`config.mk`:
```
export PLATFORM = sky130hd
export DESIGN_NAME = bpi_image_selector_flat
export DESIGN_NICKNAME = d
export VERILOG_FILES = /design/src/rtl/bpi_image_selector_pkg.sv /design/src/rtl/bpi_image_selector_if.sv /design/src/rtl/bpi_image_selector_sync2.sv /design/src/rtl/bpi_image_selector.sv /design/src/flat_wrapper.sv
export SDC_FILE = /design/constraint.sdc
export NUM_CORES = 1
export LEC_CHECK = 0
export ABC_AREA = 1
export CAP_MARGIN = 25
export CORE_MARGIN = 2
export CORE_UTILIZATION = 63
export DETAILED_ROUTE_END_ITERATION = 10
export DONT_BUFFER_PORTS = 1
export PLACE_DENSITY = 0.76
export SYNTH_ARGS = -nofsm -noshare
export SYNTH_HDL_FRONTEND = slang
export SYNTH_SLANG_ARGS = --single-unit
```
`constraint.sdc`:
```
create_clock -name CLK -period 2.2 [get_ports CLK]
set_input_delay 0.33 -clock CLK [delete_from_list [all_inputs] [get_ports CLK]]
set_output_delay 0.33 -clock CLK [all_outputs]
set_load 0.05 [all_outputs]
```
`src/rtl/bpi_image_selector_pkg.sv`:
```
// Shared definitions for the BPI multiboot image selector: FSM state
// encoding, BPI mode-pin decode and counter sizing.
package bpi_image_selector_pkg;

   localparam int PAGE_W = 5;

   typedef enum logic [2:0] {
      ST_RUN       = 3'd0,
      ST_PROG      = 3'd1,
      ST_WAIT_INIT = 3'd2,
      ST_WAIT_DONE = 3'd3,
      ST_FAIL      = 3'd4
   } state_t;

   // Mode pins ordered {m2, m1, m0}; BPI when m1=1 and m2=0, m0 is don't-care.
   localparam logic [2:0] BPI_MODE_MASK = 3'b110;
   localparam logic [2:0] BPI_MODE_VAL  = 3'b010;

   // Width that holds every count value up to the larger timeout limit.
   function automatic int cnt_width(input int init_to, input int done_to);
      int m;
      m = (init_to > done_to) ? init_to : done_to;
      return $clog2(m + 1);
   endfunction

   function automatic logic is_bpi(input logic m2, input logic m1, input logic m0);
      return (({m2, m1, m0} & BPI_MODE_MASK) == BPI_MODE_VAL);
   endfunction

endpackage

```
`src/rtl/bpi_image_selector_if.sv`:
```
// Pin bundle between user logic / FPGA pins and the image selector.
interface bpi_image_selector_if;
   import bpi_image_selector_pkg::*;

   logic              m0;
   logic              m1;
   logic              m2;
   logic              DONE;
   logic              INIT_B;
   logic              SEL_VALID;
   logic [PAGE_W-1:0] SEL_PAGE;
   logic              SEL_READY;
   logic              PROG_B;
   logic              A_OE;
   logic [PAGE_W-1:0] A_PAGE;
   logic              BUSY;
   logic              ERR;

   modport master (
      output m0, m1, m2, DONE, INIT_B, SEL_VALID, SEL_PAGE,
      input  SEL_READY, PROG_B, A_OE, A_PAGE, BUSY, ERR
   );

   modport slave (
      input  m0, m1, m2, DONE, INIT_B, SEL_VALID, SEL_PAGE,
      output SEL_READY, PROG_B, A_OE, A_PAGE, BUSY, ERR
   );

endinterface

```
`src/rtl/bpi_image_selector_sync2.sv`:
```
// Two-flop resynchronizer for the asynchronous FPGA status pins.
module bpi_image_selector_sync2 (
   input  logic CLK,
   input  logic RST_B,
   input  logic d,
   output logic q
);

   logic meta;

   // Two register stages; both flush to 0 on reset.
   always_ff @(posedge CLK or negedge RST_B) begin
      if (!RST_B) begin
         meta <= 1'b0;
         q    <= 1'b0;
      end else begin
         meta <= d;
         q    <= meta;
      end
   end

endmodule

```
`src/rtl/bpi_image_selector.sv`:
```
// Multiboot image selector: accepts a flash page request once the FPGA is
// configured, drives it onto A[24:20], pulses PROG_B and supervises
// INIT_B/DONE, retrying once from the golden page before giving up.
module bpi_image_selector
   import bpi_image_selector_pkg::*;
#(
   parameter int                PROG_CYC     = 8,
   parameter int                INIT_TO      = 4096,
   parameter int                DONE_TO      = 1048576,
   parameter logic [PAGE_W-1:0] DEFAULT_PAGE = 5'b00000
) (
   input logic                 CLK,
   input logic                 RST_B,
   bpi_image_selector_if.slave bus
);

   localparam int               CNT_W     = cnt_width(INIT_TO, DONE_TO);
   localparam logic [CNT_W-1:0] CNT_ONE   = CNT_W'(1);
   // Limits are compared against count == limit-1, i.e. limit cycles in state.
   localparam logic [CNT_W-1:0] PROG_LAST = CNT_W'(PROG_CYC - 1);
   localparam logic [CNT_W-1:0] INIT_LAST = CNT_W'(INIT_TO - 1);
   localparam logic [CNT_W-1:0] DONE_LAST = CNT_W'(DONE_TO - 1);

   state_t            state;
   state_t            state_nxt;
   logic [CNT_W-1:0]  cnt;
   logic [PAGE_W-1:0] page;
   logic [PAGE_W-1:0] page_nxt;
   logic              fallback;
   logic              fallback_nxt;
   logic              err;
   logic              err_nxt;
   logic              timeout;

   logic              done_s;
   logic              init_s;
   logic              bpi;
   logic              handshake;

   logic              prog_b;
   logic              prog_b_nxt;
   logic              a_oe;
   logic              a_oe_nxt;
   logic              busy;
   logic              busy_nxt;
   logic              sel_ready;
   logic              sel_ready_nxt;

   bpi_image_selector_sync2 u_sync_done (
      .CLK   (CLK),
      .RST_B (RST_B),
      .d     (bus.DONE),
      .q     (done_s)
   );

   bpi_image_selector_sync2 u_sync_init (
      .CLK   (CLK),
      .RST_B (RST_B),
      .d     (bus.INIT_B),
      .q     (init_s)
   );

   // Mode straps are static board pins, so they are used unsynchronized.
   assign bpi       = is_bpi(bus.m2, bus.m1, bus.m0);
   assign handshake = bus.SEL_VALID & sel_ready;

   // State, page, fallback flag and sticky error registers.
   always_ff @(posedge CLK or negedge RST_B) begin
      if (!RST_B) begin
         state    <= ST_RUN;
         page     <= DEFAULT_PAGE;
         fallback <= 1'b0;
         err      <= 1'b0;
      end else begin
         state    <= state_nxt;
         page     <= page_nxt;
         fallback <= fallback_nxt;
         err      <= err_nxt;
      end
   end

   // Next-state decision; a lost BPI mode outranks every other event.
   always_comb begin
      state_nxt    = state;
      page_nxt     = page;
      fallback_nxt = fallback;
      err_nxt      = err;
      timeout      = 1'b0;
      case (state)
         ST_RUN: begin
            if (handshake) begin
               page_nxt     = bus.SEL_PAGE;
               fallback_nxt = 1'b0;
               state_nxt    = ST_PROG;
            end
         end
         ST_PROG: begin
            if (!bpi) begin
               state_nxt = ST_RUN;
            end else if (cnt == PROG_LAST) begin
               state_nxt = ST_WAIT_INIT;
            end
         end
         ST_WAIT_INIT: begin
            // DONE is deliberately ignored here; INIT_B has to rise first.
            if (!bpi) begin
               state_nxt = ST_RUN;
            end else if (init_s) begin
               state_nxt = ST_WAIT_DONE;
            end else if (cnt == INIT_LAST) begin
               timeout = 1'b1;
            end
         end
         ST_WAIT_DONE: begin
            if (!bpi) begin
               state_nxt = ST_RUN;
            end else if (done_s) begin
               fallback_nxt = 1'b0;
               state_nxt    = ST_RUN;
            end else if (cnt == DONE_LAST) begin
               timeout = 1'b1;
            end
         end
         ST_FAIL: begin
            state_nxt = ST_FAIL;
         end
         default: begin
            state_nxt = ST_RUN;
         end
      endcase
      // First failure retries from the golden page; a failed retry is fatal.
      if (timeout) begin
         if (fallback) begin
            err_nxt   = 1'b1;
            state_nxt = ST_FAIL;
         end else begin
            page_nxt     = DEFAULT_PAGE;
            fallback_nxt = 1'b1;
            state_nxt    = ST_PROG;
         end
      end
   end

   // Shared phase counter: zero on every state entry, idle outside timed states.
   always_ff @(posedge CLK or negedge RST_B) begin
      if (!RST_B) begin
         cnt <= '0;
      end else if ((state_nxt != state) || (state == ST_RUN) || (state == ST_FAIL)) begin
         cnt <= '0;
      end else begin
         cnt <= cnt + CNT_ONE;
      end
   end

   // Output decode from the upcoming state so the pins change on the same edge.
   always_comb begin
      prog_b_nxt    = 1'b1;
      a_oe_nxt      = 1'b0;
      busy_nxt      = 1'b0;
      sel_ready_nxt = (state_nxt == ST_RUN) && done_s && bpi;
      case (state_nxt)
         ST_PROG: begin
            prog_b_nxt = 1'b0;
            a_oe_nxt   = 1'b1;
            busy_nxt   = 1'b1;
         end
         ST_WAIT_INIT, ST_WAIT_DONE: begin
            a_oe_nxt = 1'b1;
            busy_nxt = 1'b1;
         end
         default: begin
            prog_b_nxt = 1'b1;
         end
      endcase
   end

   // Registered pin drivers keep PROG_B and A_OE glitch-free.
   always_ff @(posedge CLK or negedge RST_B) begin
      if (!RST_B) begin
         prog_b    <= 1'b1;
         a_oe      <= 1'b0;
         busy      <= 1'b0;
         sel_ready <= 1'b0;
      end else begin
         prog_b    <= prog_b_nxt;
         a_oe      <= a_oe_nxt;
         busy      <= busy_nxt;
         sel_ready <= sel_ready_nxt;
      end
   end

   assign bus.PROG_B    = prog_b;
   assign bus.A_OE      = a_oe;
   assign bus.A_PAGE    = page;
   assign bus.BUSY      = busy;
   assign bus.SEL_READY = sel_ready;
   assign bus.ERR       = err;

endmodule
```
`src/flat_wrapper.sv`:
```
// flat-port wrapper written by rule: the top's interface ports become plain ports
module bpi_image_selector_flat import bpi_image_selector_pkg::*;
#(
   parameter int                PROG_CYC     = 8,
   parameter int                INIT_TO      = 4096,
   parameter int                DONE_TO      = 1048576,
   parameter logic [PAGE_W-1:0] DEFAULT_PAGE = 5'b00000
)
  (CLK, RST_B, bus_m0, bus_m1, bus_m2, bus_DONE, bus_INIT_B, bus_SEL_VALID, bus_SEL_PAGE, bus_SEL_READY, bus_PROG_B, bus_A_OE, bus_A_PAGE, bus_BUSY, bus_ERR);
  bpi_image_selector_if bus_i ();
  input logic CLK;
  input logic RST_B;
  input wire logic [$bits(bus_i.m0)-1:0] bus_m0;
  input wire logic [$bits(bus_i.m1)-1:0] bus_m1;
  input wire logic [$bits(bus_i.m2)-1:0] bus_m2;
  input wire logic [$bits(bus_i.DONE)-1:0] bus_DONE;
  input wire logic [$bits(bus_i.INIT_B)-1:0] bus_INIT_B;
  input wire logic [$bits(bus_i.SEL_VALID)-1:0] bus_SEL_VALID;
  input wire logic [$bits(bus_i.SEL_PAGE)-1:0] bus_SEL_PAGE;
  output wire logic [$bits(bus_i.SEL_READY)-1:0] bus_SEL_READY;
  output wire logic [$bits(bus_i.PROG_B)-1:0] bus_PROG_B;
  output wire logic [$bits(bus_i.A_OE)-1:0] bus_A_OE;
  output wire logic [$bits(bus_i.A_PAGE)-1:0] bus_A_PAGE;
  output wire logic [$bits(bus_i.BUSY)-1:0] bus_BUSY;
  output wire logic [$bits(bus_i.ERR)-1:0] bus_ERR;
  assign bus_i.m0 = bus_m0;
  assign bus_i.m1 = bus_m1;
  assign bus_i.m2 = bus_m2;
  assign bus_i.DONE = bus_DONE;
  assign bus_i.INIT_B = bus_INIT_B;
  assign bus_i.SEL_VALID = bus_SEL_VALID;
  assign bus_i.SEL_PAGE = bus_SEL_PAGE;
  assign bus_SEL_READY = bus_i.SEL_READY;
  assign bus_PROG_B = bus_i.PROG_B;
  assign bus_A_OE = bus_i.A_OE;
  assign bus_A_PAGE = bus_i.A_PAGE;
  assign bus_BUSY = bus_i.BUSY;
  assign bus_ERR = bus_i.ERR;
  bpi_image_selector #(.PROG_CYC(PROG_CYC), .INIT_TO(INIT_TO), .DONE_TO(DONE_TO), .DEFAULT_PAGE(DEFAULT_PAGE)) u_core (.CLK(CLK), .RST_B(RST_B), .bus(bus_i));
endmodule
```
==> results of run 1 <==
==> final timing paths <==
kind                                         to
max in group asynchronous     u_core.bus.PROG_B
setup / recovery                  u_core.cnt[7]
min in group asynchronous        u_core.cnt[13]
setup reg to reg                  u_core.cnt[7]
hold / removal             u_core.bus.A_PAGE[0]
hold reg to reg            u_core.u_sync_init.q
==> placed cells by master, fill, tap and decap left out, types with 4 or more instances in the layout <==
cell type  netlist  layout
nor3_1           4       4
nor2_1          25      25
a21oi_1          5       5
nand2_1         44      44
buf_4            1       5
xnor2_1          4       4
nand3_1         14      14
nand4_1         10      10
nand2_2          7       7
nor2_4          24      24
clkbuf_4         0       5
dfrtp_1         37      37
inv_1           25      25
xor2_1          14      14
==> synth_stat cells <==
| library cell | instances | area (um^2) |
|---|---|---|
| o21a_1 | 1 | 7.510 |
| o21bai_1 | 1 | 7.510 |
| o21ai_0 | 2 | 10.01 |
| nor3b_1 | 1 | 7.510 |
| nand3_1 | 14 | 70.07 |
| inv_1 | 25 | 93.84 |
| nand3_4 | 2 | 35.03 |
| xor2_1 | 14 | 122.6 |
| nor2_1 | 25 | 93.84 |
| nand3_2 | 2 | 20.02 |
| nor3_1 | 4 | 20.02 |
| a21oi_1 | 5 | 25.02 |
| nor3_2 | 1 | 10.01 |
| buf_4 | 1 | 7.510 |
| buf_12 | 2 | 40.04 |
| nand2_1 | 44 | 165.2 |
| nor2_4 | 24 | 270.3 |
| nand2_4 | 2 | 22.52 |
| nand4_2 | 1 | 12.51 |
| dfstp_2 | 1 | 26.28 |
| o31ai_1 | 1 | 7.510 |
| nor2_2 | 1 | 6.260 |
| nand4_1 | 10 | 62.56 |
| dfrtp_1 | 37 | 925.9 |
| ha_1 | 1 | 12.51 |
| inv_2 | 3 | 11.26 |
| nand2_2 | 7 | 43.79 |
| xnor2_1 | 4 | 35.03 |
==> what timing repair did <==
action,4_1_cts,5_1_grt
hold endpoints to repair,40,0
setup endpoints to repair,0,21
resized for setup,0,2
buffers inserted,0,1
hold buffers,4,0
==> flip-flops by register name, indices dropped and copies added (netlist names) <==
name / count
u_core.bus.A_OE: 1
u_core.bus.A_PAGE: 5
u_core.bus.ERR: 1
u_core.bus.PROG_B: 1
u_core.bus.SEL_READY: 1
u_core.cnt: 21
u_core.fallback: 1
u_core.state: 3
u_core.u_sync_done.meta: 1
u_core.u_sync_done.q: 1
u_core.u_sync_init.meta: 1
u_core.u_sync_init.q: 1
==> cells by family after synthesis <==
family	after synthesis	share of synthesized area [%]
AND/OR/NAND/NOR	138	38.65
flip-flops	38	43.84
adder cells (fa/ha/maj)	1	0.5759
AO/OA/AOI/OAI	10	2.650
buffers and inverters	31	7.028
XOR/XNOR	18	7.258
==> area by class of cell <==
| type | count | area [um^2] |
|---|---|---|
| tap | 46 | 57.56 |
| fill | 260 | 883.3 |
| clock buffer | 5 | 37.54 |
| timing repair buffer | 11 | 127.6 |
| clock inverter | 3 | 68.82 |
| sequential | 38 | 952.2 |
| multi-input combinational | 167 | 1079 |
| inverter | 28 | 105.1 |
==> report_power, final <==
group,total [W],switching (W),internal (W)
combinational,0.0000269,0.0000185,0.00000840
clock,0.000590,0.000234,0.000355
sequential,0.000703,0.00000122,0.000702
==> metrics by stage <==
| step | total power [W] | instance area, um^2 | hold WS [ns] | utilization (%) | setup slack [ns] |
|---|---|---|---|---|---|
| after detailed placement | 0.0007223 | 2252 | 0.03543 | 68.03 | 0.1249 |
| after floorplan | 0.0007208 | 2172 | 0.03441 | - | 0.2187 |
| after global placement | 0.0007220 | 2252 | 0.03528 | 68.03 | 0.1365 |
| after CTS | 0.001330 | 2409 | 0.1374 | 72.75 | 0.1009 |
| final | 0.001320 | 2427 | 0.1405 | 73.32 | 0.1416 |
| after global routing | 0.001368 | 2427 | 0.1256 | 73.32 | -0.005209 |
==> metal layers <==
| layer | up-vias | GRT usage (%) | share of wire (%) | wire length (um) |
|---|---|---|---|---|
| li1 | 780 | - | - | - |
| met1 | 714 | 26.86 | 47 | 1686 |
| met2 | 22 | 33.33 | 48 | 1737 |
| met3 | 4 | 5.946 | 4.3 | 154 |
| met4 | 0 | 6.667 | 1.0 | 36 |
| met5 | - | 0 | 0 | 0 |
==> metrics, run 1 <==
outcome finished, final reports clean; Die H 62.72 um; share of layout cells above drive strength 1 24.21%; CTS tree built; critical path arrival 2.30 ns; Slew @ Worst Pin 0.5357 ns; R2R depth 13; DRC viols 0; core footprint 0.003311 mm^2; Unique masters post-synth 28; CP Class reg -> reg; relative slew slack 64.16%; Routed Antenna Nets 0; skew final 0.01018 ns; post-synthesis sequential area ratio 43.84%; drt via density 5.101; GRT Total Usage 20.62%; pwr/cell area 543.7 mW/mm^2; setup TNS 0 ns; CTS root buf clkbuf_4; DIE AREA 0.003933 mm^2; synth warn 0; Longest Clk Path Bufs 2; Die X 62.72 um; # IOs 23; dpl hpwl 2603 um; Max-Cap Viols 0; Lkg Pwr 1.006 nW; post-route insts no fill 298; final setup violating endpoints 0; CP Cell Sequence ha_2 -> nand2_2 -> nor2_4 -> nand2_4 -> nor2_4 -> nand2_2 -> nand2_2 -> nand3_4 -> nand2_2 -> nand3_1 -> nand3_4 -> buf_12 -> nor2_4; number of antenna violations at the first check in global routing 0; Reg-to-Reg Start u_core.cnt[1]; WL/cell 12.13 um; router iterations before antenna repair 4; Mapped Nets 250; I/O Buffers 0; area delta synth->final 11.75%; Post-Syn Area per Cell 9.204 um^2; worst endpoint required time 2.44 ns; row cnt 21; Max Fclk 485.8 MHz; first-pass GRT wire length 6306 um; max incr delay on CP 0.39 ns; CP endpoint kind register; Num CTS Buffers 5; worst-path maximum fanout 11; reg-to-reg slack, setup 0.14 ns; Post-Syn Area 0.002172 mm^2; final net count 265; Slew Viols, Final 0; n_diodes 0; gr ovfl total 0; Starting Density 65.61%; Mapped Cells 236; cell class contributing the biggest share of worst-path delay simple AND/OR/NAND/NOR gates; critical path's slowest cell dfrtp_1; Min-Delay Path Depth 2; peak supply drop 0.0004626 V; Crit path buffers/inverters 1; Most common cell on crit path nand2_2; drt total wl 3615 um; clk slew on worst S/H paths 0.12 ns; routability cong. 0.8553; Final min period 2.058 ns; largest net degree at the start of global routing 39; drt initial violations 61; Sink Count 38; final period utilization 93.56%; critical path startpoint category register; #FFs+latches synth 38; CTS H-tree lvls 2; Vias 1,520; vias in the first global route 1,471; clock latency on the worst-skew pair 0.34 ns; endpoints failing hold 0; hold path start bus_SEL_PAGE[0]; Crit path depth 13; HP Class in -> reg; CP Launch Point u_core.cnt[1]; placed cells 285
No activity file was read; power rests on OpenSTA's default activity.
==> run 2: changes to the inputs <==
--- a/config.mk
+++ b/config.mk
@@ -7,11 +7,13 @@
 export LEC_CHECK = 0
 export ABC_AREA = 1
 export CAP_MARGIN = 25
+export CELL_PAD_IN_SITES_DETAIL_PLACEMENT = 0
+export CELL_PAD_IN_SITES_GLOBAL_PLACEMENT = 1
 export CORE_MARGIN = 2
-export CORE_UTILIZATION = 63
+export CORE_UTILIZATION = 48
 export DETAILED_ROUTE_END_ITERATION = 10
 export DONT_BUFFER_PORTS = 1
-export PLACE_DENSITY = 0.76
+export PLACE_DENSITY = 0.75
 export SYNTH_ARGS = -nofsm -noshare
 export SYNTH_HDL_FRONTEND = slang
 export SYNTH_SLANG_ARGS = --single-unit
==> run 2 against run 1 <==
Sequential share of layout area shrank 2.1 points. Register-to-register slack got worse by 0.04 ns. Die area is 29% higher. Highest routed layer unchanged.
==> metrics, run 2 (synthesis results as in run 1) <==
outcome finished, final reports clean; number of antenna violations at the first check in global routing 0 (unchanged); skew final 0.005499 ns (-0.004680 ns); share of layout cells above drive strength 1 27.80% (+3.6 points); critical path startpoint category register; endpoints failing hold 0 (unchanged); max reg flops 21 (unchanged); clock latency on the worst-skew pair 0.29 ns (-0.05 ns); drt via density 4.974 (-2.5%); CTS H-tree lvls 2 (unchanged); I/O Buffers 0 (unchanged); most common cell after layout, fill and taps aside nand2_1; drt initial violations 43 (-30%); Fill cells 388 (+49%); Die X 71.27 um (+14%); CTS root buf clkbuf_8; Routed Antenna Nets 0 (unchanged); Min-Delay Path Depth 0 (-2); Lkg Pwr 1.073 nW (+6.6%); cell class contributing the biggest share of worst-path delay simple AND/OR/NAND/NOR gates; largest net degree at the start of global routing 39 (unchanged); Final Core Density 58.99% (-14 points); clk slew on worst S/H paths 0.08 ns (-0.04 ns); vias in the first global route 1,428 (-2.9%); GRT Total Usage 16.91% (-3.7 points); CP Cell Sequence ha_4 -> nand2_4 -> nor2_4 -> nand2_4 -> nor2_4 -> nand3_2 -> nand2_4 -> nand3_4 -> nand2_4 -> nand2_4 -> nand2_4 -> nand3_4 -> clkbuf_16 -> nor2_4; Starting Density 49.89% (-16 points); Placed Area 0.002267 mm^2 (+0.67%); reg-to-reg slack, setup 0.10 ns (-0.04 ns); Slew @ Worst Pin 0.5656 ns (+0.02990 ns); critical path's slowest cell dfrtp_1; Final min period 2.099 ns (+0.04065 ns); CP endpoint kind register; Max Fclk 476.4 MHz (-1.9%); Slew Viols, Final 0 (unchanged); relative slew slack 62.15% (-2.0 points); CP Class reg -> reg; final net count 272 (+2.6%); core footprint 0.004354 mm^2 (+32%); Crit path buffers/inverters 1 (unchanged); Overall Power 0.001325 W (+0.37%); final period utilization 95.41% (+1.8 points); gr ovfl total 0 (unchanged); Longest Clk Path Bufs 2 (unchanged); commonest cells after routing, fill and taps aside nand2_1, dfrtp_1, nor2_1, inv_1, nor2_4; pwr/cell area 515.6 mW/mm^2 (-5.2%); final setup violating endpoints 0 (unchanged); Biggest register u_core.cnt; DIE AREA 0.005079 mm^2 (+29%); n_diodes 0 (unchanged); Reg-to-Reg Start u_core.cnt[1]; row cnt 24 (+14%); Max-Cap Viols 0 (unchanged); worst endpoint required time 2.43 ns (about the same); drt total wl 4082 um (+13%); Die H 71.27 um (+14%); critical path arrival 2.33 ns (+0.03 ns); Sink Count 38 (unchanged); routability cong. 0.7881 (-7.9%); Vias 1,547 (+1.8%); router iterations before antenna repair 4 (unchanged); worst-path maximum fanout 6 (-5); WL/cell 13.13 um (+8.2%); area delta synth->final 18.26%; HP Class in -> reg; Most common cell on crit path nand2_4; max incr delay on CP 0.41 ns (+0.02 ns); CTS tree built; DRC viols 0 (unchanged); R2R depth 14 (+1); # IOs 23 (unchanged); first-pass GRT wire length 6713 um (+6.5%); Num CTS Buffers 5 (unchanged); dpl hpwl 2824 um (+8.5%); Hold Path End u_core.u_sync_done.meta; cell area after layout 0.002569 mm^2 (+5.8%); peak supply drop 0.0004238 V (-8.4%); hold path start bus_DONE; R2R Path End u_core.cnt[7]
run 2: cell count changes in the layout (fill, tap and decap cells not counted), sizes merged:
cell / before / now
bufinv: 2 / 1
clkbuf: 5 / 7
clkinvlp: 0 / 2
buf: 8 / 15
clkinv: 1 / 0
dlygate4sd3: 3 / 1
run 2: final cells by class:
class / instances / area (um^2) / share of cell area [%]
flip-flops and latches: 38 / 953.4 / 37.12
inverters: 28 / 105.1 / 4.092
repair buffers: 18 / 210.2 / 8.183
clock inverters: 3 / 45.04 / 1.754
clock buffers: 5 / 68.82 / 2.679
well taps: 52 / 65.06 / 2.533
multi-input cells: 167 / 1121 / 43.64
run 2: metrics by stage:
stage / hold WS [ns] / std cells / setup WS (ns) / setup TNS (ns)
final: 0.06261 / 311 / 0.1010 / 0
after global routing: 0.04922 / 311 / -0.03340 / -0.3289
after CTS: 0.05444 / 302 / 0.07967 / 0
after detailed placement: 0.03529 / 292 / 0.08798 / 0
after global placement: 0.03530 / 292 / 0.1177 / 0
after floorplan: 0.03441 / 236 / 0.2187 / 0
run 2: worst reg2reg max path, cell delays in order (launching register included):
cell	delay, ns
dfrtp_1	0.41
ha_4	0.18
nand2_4	0.06
nor2_4	0.16
nand2_4	0.10
nor2_4	0.12
nand3_2	0.09
nand2_4	0.11
nand3_4	0.12
nand2_4	0.13
nand2_4	0.07
nand2_4	0.07
nand3_4	0.15
clkbuf_16	0.22
nor2_4	0.07
run 2: how the worst max path moves through the flow:
stage	cells after the start	from	endpoint	slack (ns)
detailed placement	13	u_core.cnt[1]	u_core.cnt[9]	0.09
global placement	13	u_core.cnt[1]	u_core.cnt[6]	0.12
floorplan	13	u_core.cnt[0]	u_core.cnt[10]	0.22
CTS	13	u_core.cnt[1]	u_core.cnt[9]	0.08
finish	14	u_core.cnt[1]	u_core.cnt[7]	0.10
global route	14	u_core.cnt[1]	u_core.cnt[0]	-0.03
run 2: repair_timing:
action	CTS	global route
hold buffers	2	0
setup endpoints to repair	0	21
gates resized for setup	0	10
endpoints found under the hold margin	38	0
buffers inserted	0	7
run 2: routing by layer:
metal / vias to the layer above / GRT usage, % / wire [um] / part of all wire [%]
li1: 788 / - / - / -
met1: 730 / 24.93 / 2028 / 50
met5: - / 0 / 0 / 0
met2: 24 / 24.59 / 1853 / 45
met3: 5 / 4.360 / 150 / 3.7
met4: 0 / 5.031 / 50 / 1.2
run 2: power by group:
part / total (W) / internal, W / switching [W]
sequential: 0.000703 / 0.000702 / 0.00000109
clock: 0.000597 / 0.000337 / 0.000260
combinational: 0.0000246 / 0.00000606 / 0.0000186
